`src/rtl/freq_sel_pkg.sv`:
```
// freq_sel_pkg: shared constants and types for the frequency-select path.
// The divider also imports SEL_W so both sides agree on the select width.
package freq_sel_pkg;

    localparam int unsigned SEL_W = 4;

    localparam logic [SEL_W-1:0] SEL_MIN = 4'd1;
    localparam logic [SEL_W-1:0] SEL_MAX = 4'd8;

    typedef enum logic [1:0] {
        ST_IDLE,
        ST_WAIT,
        ST_RPT
    } rpt_state_t;

endpackage

```
`src/rtl/btn_debounce.sv`:
```
// btn_debounce: 2-flop synchronizer, level debouncer and hold-to-repeat
// FSM for one push-button; emits a registered one-cycle step pulse.
module btn_debounce
    import freq_sel_pkg::*;
#(
    parameter int unsigned DEB_CYCLES   = 1_000_000,
    parameter int unsigned REPEAT_DELAY = 50_000_000,
    parameter int unsigned REPEAT_RATE  = 20_000_000
) (
    input  logic CLKin,
    input  logic Rst,
    input  logic btn,
    input  logic hold_off,
    output logic db,
    output logic step
);

    localparam int unsigned DW = $clog2(DEB_CYCLES + 1);
    localparam int unsigned TMAX =
        (REPEAT_DELAY > REPEAT_RATE) ? REPEAT_DELAY : REPEAT_RATE;
    localparam int unsigned TW = $clog2(TMAX + 1);

    localparam logic [DW-1:0] DEB_TC = DW'(DEB_CYCLES - 1);
    localparam logic [TW-1:0] DLY_TC = TW'(REPEAT_DELAY - 1);
    localparam logic [TW-1:0] RPT_TC = TW'(REPEAT_RATE - 1);

    logic          sync1;
    logic          sync2;
    logic          db_q;
    logic [DW-1:0] dcnt;
    logic [TW-1:0] tmr;
    rpt_state_t    state;

    always_ff @(posedge CLKin or posedge Rst) begin
        if (Rst) begin
            sync1 <= 1'b0;
            sync2 <= 1'b0;
        end else begin
            sync1 <= btn;
            sync2 <= sync1;
        end
    end

    // Any sample matching the current level restarts the count.
    always_ff @(posedge CLKin or posedge Rst) begin
        if (Rst) begin
            db   <= 1'b0;
            dcnt <= '0;
        end else if (sync2 == db) begin
            dcnt <= '0;
        end else if (dcnt == DEB_TC) begin
            db   <= sync2;
            dcnt <= '0;
        end else begin
            dcnt <= dcnt + 1'b1;
        end
    end

    // Press needs a true rising edge of db, so a button still held when
    // the other is released cannot fire from IDLE.
    always_ff @(posedge CLKin or posedge Rst) begin
        if (Rst) begin
            state <= ST_IDLE;
            tmr   <= '0;
            step  <= 1'b0;
            db_q  <= 1'b0;
        end else begin
            db_q <= db;
            step <= 1'b0;
            if (hold_off) begin
                state <= ST_IDLE;
                tmr   <= '0;
            end else begin
                case (state)
                    ST_IDLE: begin
                        if (db && !db_q) begin
                            step  <= 1'b1;
                            state <= ST_WAIT;
                            tmr   <= '0;
                        end
                    end
                    ST_WAIT: begin
                        if (!db) begin
                            state <= ST_IDLE;
                            tmr   <= '0;
                        end else if (tmr == DLY_TC) begin
                            step  <= 1'b1;
                            state <= ST_RPT;
                            tmr   <= '0;
                        end else begin
                            tmr <= tmr + 1'b1;
                        end
                    end
                    ST_RPT: begin
                        if (!db) begin
                            state <= ST_IDLE;
                            tmr   <= '0;
                        end else if (tmr == RPT_TC) begin
                            step <= 1'b1;
                            tmr  <= '0;
                        end else begin
                            tmr <= tmr + 1'b1;
                        end
                    end
                    default: begin
                        state <= ST_IDLE;
                        tmr   <= '0;
                    end
                endcase
            end
        end
    end

endmodule

```
`src/rtl/freq_sel_ctrl.sv`:
```
// freq_sel_ctrl: up/down buttons step a saturating 1..8 rate select for
// the clock divider, with a one-cycle change strobe.
module freq_sel_ctrl
    import freq_sel_pkg::*;
#(
    parameter int unsigned DEB_CYCLES   = 1_000_000,
    parameter int unsigned REPEAT_DELAY = 50_000_000,
    parameter int unsigned REPEAT_RATE  = 20_000_000,
    parameter int unsigned SEL_INIT     = 1
) (
    input  logic             CLKin,
    input  logic             Rst,
    input  logic             BtnUp,
    input  logic             BtnDn,
    output logic [SEL_W-1:0] S1,
    output logic             Chg
);

    localparam logic [SEL_W-1:0] INIT_V = SEL_W'(SEL_INIT);

    logic db_up;
    logic db_dn;
    logic st_up;
    logic st_dn;
    logic both;
    logic up_ev;
    logic dn_ev;

    assign both  = db_up & db_dn;
    assign up_ev = st_up & ~st_dn & ~both;
    assign dn_ev = st_dn & ~st_up & ~both;

    btn_debounce #(
        .DEB_CYCLES  (DEB_CYCLES),
        .REPEAT_DELAY(REPEAT_DELAY),
        .REPEAT_RATE (REPEAT_RATE)
    ) u_up (
        .CLKin   (CLKin),
        .Rst     (Rst),
        .btn     (BtnUp),
        .hold_off(both),
        .db      (db_up),
        .step    (st_up)
    );

    btn_debounce #(
        .DEB_CYCLES  (DEB_CYCLES),
        .REPEAT_DELAY(REPEAT_DELAY),
        .REPEAT_RATE (REPEAT_RATE)
    ) u_dn (
        .CLKin   (CLKin),
        .Rst     (Rst),
        .btn     (BtnDn),
        .hold_off(both),
        .db      (db_dn),
        .step    (st_dn)
    );

    // S1 feeds the divider combinationally, so it comes straight from flops.
    always_ff @(posedge CLKin or posedge Rst) begin
        if (Rst) begin
            S1  <= INIT_V;
            Chg <= 1'b0;
        end else begin
            Chg <= 1'b0;
            if (up_ev && S1 < SEL_MAX) begin
                S1  <= S1 + 1'b1;
                Chg <= 1'b1;
            end else if (dn_ev && S1 > SEL_MIN) begin
                S1  <= S1 - 1'b1;
                Chg <= 1'b1;
            end
        end
    end

endmodule

```
`config.mk`:
```
export PLATFORM = sky130hd
export DESIGN_NAME = freq_sel_ctrl
export DESIGN_NICKNAME = d
export VERILOG_FILES = /design/src/rtl/freq_sel_pkg.sv /design/src/rtl/btn_debounce.sv /design/src/rtl/freq_sel_ctrl.sv
export SDC_FILE = /design/constraint.sdc
export NUM_CORES = 1
export LEC_CHECK = 0
export CAP_MARGIN = 30
export CORE_ASPECT_RATIO = 1.2
export CORE_MARGIN = 10
export CORE_UTILIZATION = 40
export CTS_BUF_LIST = sky130_fd_sc_hd__clkbuf_8
export DETAILED_ROUTE_END_ITERATION = 12
export PLACE_DENSITY_LB_ADDON = 0.3
export SLEW_MARGIN = 5
export SYNTH_ARGS = -nofsm -noshare
export SYNTH_HDL_FRONTEND = slang
export SYNTH_HIERARCHICAL = 1
export SYNTH_SLANG_ARGS = --single-unit
export TNS_END_PERCENT = 100
```
`constraint.sdc`:
```
create_clock -name CLKin -period 2.3 [get_ports CLKin]
set_input_delay 0.46 -clock CLKin [delete_from_list [all_inputs] [get_ports CLKin]]
set_output_delay 0.46 -clock CLKin [all_outputs]
set_load 0.01 [all_outputs]
```
# Yosys cells after proc, flatten, opt, wreduce, memory -nomap -nowiden
# Index checks and enable logic that the tools add are counted.
dict set report classes {
  add_sub_neg 6
  bitwise 10
  eq_ne 18
  reduce_logical 13
  mux 48
  n_lt_le_gt_ge 2
}
# op count
set ops {}
lappend ops {{2-to-1 mux 26 bit} 12}
lappend ops {{one-hot mux 26 bit (3 select lines)} 2}
lappend ops {{2-to-1 mux 20 bit} 4}
lappend ops {{adder 26 x 1 -> 26 bit (second input constant)} 2}
lappend ops {{== test 26 x 25 -> 1 bit (second input constant)} 2}
lappend ops {{== test 26 bit (second input constant)} 2}
lappend ops {{adder 20 x 1 -> 20 bit (second input constant)} 2}
lappend ops {{== test 20 bit (second input constant)} 2}
lappend ops {{2-to-1 mux 2 bit} 10}
lappend ops {{2-to-1 mux 1 bit} 14}
lappend ops {{one-hot mux 2 bit (3 select lines)} 2}
lappend ops {{2-to-1 mux 4 bit} 2}
lappend ops {{inequality test 4 bit (second input constant)} 2}
lappend ops {{inequality test 3 x 2 -> 1 bit (second input constant)} 2}
lappend ops {{inequality test 3 bit (second input constant)} 2}
lappend ops {{one-hot mux 1 bit (3 select lines)} 2}
lappend ops {{AND reduction 3 bit} 2}
lappend ops {{bitwise AND 1 bit} 5}
lappend ops {{NOT 1 bit} 5}
lappend ops {{adder 4 x 1 -> 4 bit (second input constant)} 1}
lappend ops {{== test 2 x 1 -> 1 bit (second input constant)} 2}
lappend ops {{== test 2 bit (second input constant)} 2}
lappend ops {{greater-than comparator 4 x 1 -> 1 bit (second input constant)} 1}
lappend ops {{logical AND 1 bit} 4}
lappend ops {{7 further kinds} 11}
dict set report word_totals {
  ff_bits 111
  word_cells 115
}

# Depth between registers and ports, before layout
# Gate-level depths: netlist of run 1.
dict set report depth {
  depth_word 6
  depth_mapped 9
}

# Hierarchy
# The synthesis of run 1 kept the hierarchy.
# module area_per_inst_um2 instances seq_area_each_um2 cells_each
set modules_own_cells {}
lappend modules_own_cells {btn_debounce 2874.0 2 1326.3 309}
lappend modules_own_cells {freq_sel_ctrl 327.8 1 126.4 34}

# Least setup slack after synthesis of run 1
# OpenSTA, ideal clock, no wires.
dict set report synth_timing {
  path_type {reg2reg}
  start {register u_dn.tmr[19]}
  end {register u_dn.tmr[17]}
  path_slack_ns 0.138
  arrival_ns 2.041
  synth_period_minus_slack_ns 2.162
  path_stages_with_launch 8
  required_time_ns 2.179
  path_buffers 1
  path_cell_list {dfrtp_1 nand4bb_1 or4_1 o31a_1 o21a_1 buf_6 a21o_1 a22o_1}
}
dict set report synth_via {
  elab_chain_len 5
  elab_cells_between_ends 8
}
# item line_no
set synth_rtl {}
lappend synth_rtl {{start, declared} btn_debounce.sv:31} ;# logic [TW-1:0] tmr;
lappend synth_rtl {{start signal, assigned} btn_debounce.sv:91} ;# tmr <= tmr + 1'b1;
lappend synth_rtl {{start signal, assigned} btn_debounce.sv:102} ;# tmr <= tmr + 1'b1;
lappend synth_rtl {{== test 26 x 25 -> 1 bit or == test 26 bit (tied branches)} {btn_debounce.sv:98, btn_debounce.sv:86}}
lappend synth_rtl {{2-to-1 mux 26 bit, on equally long branches} {btn_debounce.sv:98, btn_debounce.sv:86}}
lappend synth_rtl {{2-to-1 mux 26 bit, on equally long branches} {btn_debounce.sv:95, btn_debounce.sv:83}}
lappend synth_rtl {{one-hot mux 26 bit (3 select lines) *} btn_debounce.sv:74} ;# case (state)
lappend synth_rtl {{2-to-1 mux 26 bit *} btn_debounce.sv:70} ;# if (hold_off) begin
# Mark *: on every way between the ends. The rest lies on a longest branch, timed or not.
# A chain may end at the register's enable or synchronous reset.

# Worst setup path in the final report of run 1
dict set report layout_timing {
  start {register u_dn.tmr[23]}
  end {register u_dn.tmr[5]}
}
# Same word-level chain as after synthesis.

==> impl_metrics.ini, run 1 <==
[status]
outcome = finished clean

[power]
power_leakage_nw = 2.98
vdd_ir_drop_max_mv = 0.241
swShare_pct = 22.6
p_comb_share_pct = 2.5
p_switching_mw = 0.737
power_density_nw_per_um2 = 469
sequentialPowerShare_pct = 60.6
power_frac_clock_pct = 36.9
power_mw = 3.26
p_int_mw = 2.52

[timing]
hold_viol_final = 0
worst_clock_skew_ns = 0.0140
slew_violations = 0
relSlewSlack_pct = 70.7
period_minus_slack_ns = 2.22
fin_worst_hold_slack_ns = 0.364
fmax_mhz = 450
setup_viol = 0
worstMarginPinSlew_ns = 0.438
period_share_pct = 96.5

[worst_setup_path]
worstSetupPathType = reg -> reg
crit_path_end_kind = flop
crit_path_top_delay_cell = or4_4
crit_buf_inv = 1
cp.required_ns = 2.58
cp.arrival_ns = 2.50
crit_family = compound AO/OA/AOI/OAI gates
cp_cell_sequence = nand4bb_1 > or4_4 > o31a_1 > o21ai_4 > buf_4 > o21ai_0 > a22o_1
worstSetupStartpointType = flop
cp_max_fo = 5
crit_path_max_incr_delay_ns = 0.51

[drt]
drc = 0
dr_total_vias = 4901
wirelength_microns = 13300
drt_iter0_drc = 361
ant_nets = 0
wl_per_cell_microns = 14.7
vias_per_cell = 5.42
first_pass_iters = 5

[die]
die_h_microns = 155
rows = 49
die_x_microns = 133
coreArea_sq_um = 15000
start_util_pct = 40.6
io_pins = 9
dieArea_sq_um = 20500

[logic_synthesis]
synth_top_area_cell = dfrtp_1
synth_cell_types = 51
syn_inst = 652
synth.area.top_cells = dfrtp_1, nor2_1, a22o_1
synth_top_cell_area_share_pct = 45.3
synth.avg_cell_area_sq_um = 9.32
synthFlopType = dfrtp_1
syn-num-nets = 673
synthArstFlopShare_pct = 100
yosysWarningCount = 6
synth_edf_count = 0
netlist_area_sq_um = 6080
ys_ff_latch = 111
synth-seq-area-share_pct = 45.7

[global_routing]
antenna_found_initial = 0
grt_pass1_vias = 4903
grt_pass1_wl_microns = 22900
grt_overflow = 0
grt_max_degree = 35
grt_usage_pct = 13.1

[clocking]
path_clk_slew_ns = 0.10
cts-htree-levels = 3
cts_sinks = 111
cts_buffer_depth = 2
cts_root_buf = clkbuf_8
cts_tree = built
clkLatencyLatePin_ns = 0.39
numCtsBuffers = 9
cts_hold_buf = 0

[finish]
mostFrequentLayoutCells = dfrtp_1, nor2_1, nand2_1, nand3_1, buf_4
final_common_cell = dfrtp_1
synthToLayoutAreaGrowth_pct = 14.3
post_layout_nonfiller_instances = 904
drive_above_1_share_pct = 12.1
design_area_sq_um = 6940
diodes = 0
fin_nets = 716
final_util_pct = 46.4

[placement]
dpl.hpwl_microns = 9530
routabilityCongestion = 0.892
io_buffers = 8
place_area_sq_um = 6660
dp_cells = 886

[hold_path]
min_path_type = reg -> reg

[flow_run]
maxCapViolCount = 0
## layer usage
layer  GRT usage [%]  wire length (microns)  vias to the layer above
met2            23.2                   6740                       67
met4            5.46                    285                        0
met3            2.00                    321                       22
met1            15.5                   5930                     2399
met5               0                      0                        -
li1                -                      -                     2413
## final timing paths
kind | cells after the start | slack (ns) | end | startpoint
worst max-delay path | 7 | 0.08 | u_dn/tmr[5]$_DFFE_PP0P_ | u_dn/tmr[23]$_DFFE_PP0P_
worst min-delay path | 0 | 0.36 | u_dn/sync2$_DFF_PP0_ | u_dn/sync1$_DFF_PP0_
worst max register to register | 7 | 0.08 | u_dn/tmr[5]$_DFFE_PP0P_ | u_dn/tmr[23]$_DFFE_PP0P_
worst min register to register | 0 | 0.36 | u_dn/sync2$_DFF_PP0_ | u_dn/sync1$_DFF_PP0_
max in group asynchronous | 3 | 1.31 | u_dn/tmr[0]$_DFFE_PP0P_ | Rst
min in group asynchronous | 2 | 0.40 | S1[2]$_DFFE_PP0P_ | Rst
## through the flow
| step | TNS, ns | worst slack [ns] |
|---|---|---|
| 4_1_cts | 0 | 0.0128 |
| 2_1_floorplan | 0 | 0.138 |
| 3_5_place_dp | -0.0473 | -0.0298 |
| 5_1_grt | -0.000877 | -0.000726 |
| 3_3_place_gp | 0 | 0.00570 |
| 6_report | 0 | 0.0798 |
## registers in the layout (all words and copies together) (netlist names)
register	count
u_up/db	1
S1	4
u_dn/sync2	1
u_up/tmr	26
u_up/step	1
u_up/state	2
u_dn/state	2
u_up/dcnt	20
u_up/sync2	1
Chg	1
u_up/db_q	1
u_dn/sync1	1
u_dn/step	1
u_dn/db_q	1
u_dn/db	1
u_dn/dcnt	20
u_up/sync1	1
u_dn/tmr	26
## logic make-up (layout without fill, tap and decap cells)
group                      count (synthesis)  count (layout)  share of synthesized area [%]
muxes                                      5               5                          0.865
AOI/OAI and AO/OA                        119             119                           13.9
adders and majority gates                 17              17                           3.50
DFF                                      111             111                           45.7
xor gates and xnor gates                  47              47                           6.78
and+or+nand+nor                          314             314                           26.4
buffers and inverters                     39              87                           2.82
## Yosys cell counts (9+ instances only)
master,count
a21o_1,16
a21oi_1,18
a22o_1,30
and3_1,19
clkbuf_1,12
dfrtp_1,110
ha_1,17
inv_1,21
nand2_1,60
nand3_1,42
nand4_1,14
nor2_1,82
nor2b_1,9
nor3_1,26
nor4_1,10
o21ai_0,30
xnor2_1,25
xor2_1,22
## power by group through the flow
stage                     clock, mW  combinational [mW]  sequential, mW
after floorplan                   0              0.0489            2.01
after global placement            0              0.0851            2.01
after detailed placement          0              0.0870            2.01
after CTS                      1.24              0.0878            1.97
after global routing           1.32              0.0962            1.97
final                          1.20              0.0826            1.97
## area by class of cell
cell class | instances | area [sq um]
multi-input combinational | 502 | 3190
timing repair buffer | 50 | 437
tap | 204 | 255
clock inverter | 6 | 62.6
clock buffer | 10 | 138
fill | 1438 | 8020
inverter | 21 | 78.8
sequential | 111 | 2780
## repair_timing
action / CTS / global route
buffers inserted: 0 / 2
pin swaps: 0 / 8
endpoints found under the setup margin: 12 / 35
resized for setup: 3 / 15
Power figures use the tool's default switching activity.
==> inputs of run 2 (changes only) <==
--- a/config.mk
+++ b/config.mk
@@ -10,6 +10,7 @@
 export CORE_MARGIN = 10
 export CORE_UTILIZATION = 40
 export CTS_BUF_LIST = sky130_fd_sc_hd__clkbuf_8
+export CTS_CLUSTER_SIZE = 30
 export DETAILED_ROUTE_END_ITERATION = 12
 export PLACE_DENSITY_LB_ADDON = 0.3
 export SLEW_MARGIN = 5
==> results of run 2 <==
Same layout as run 1: the final DEF is identical, and so are final timing and power.
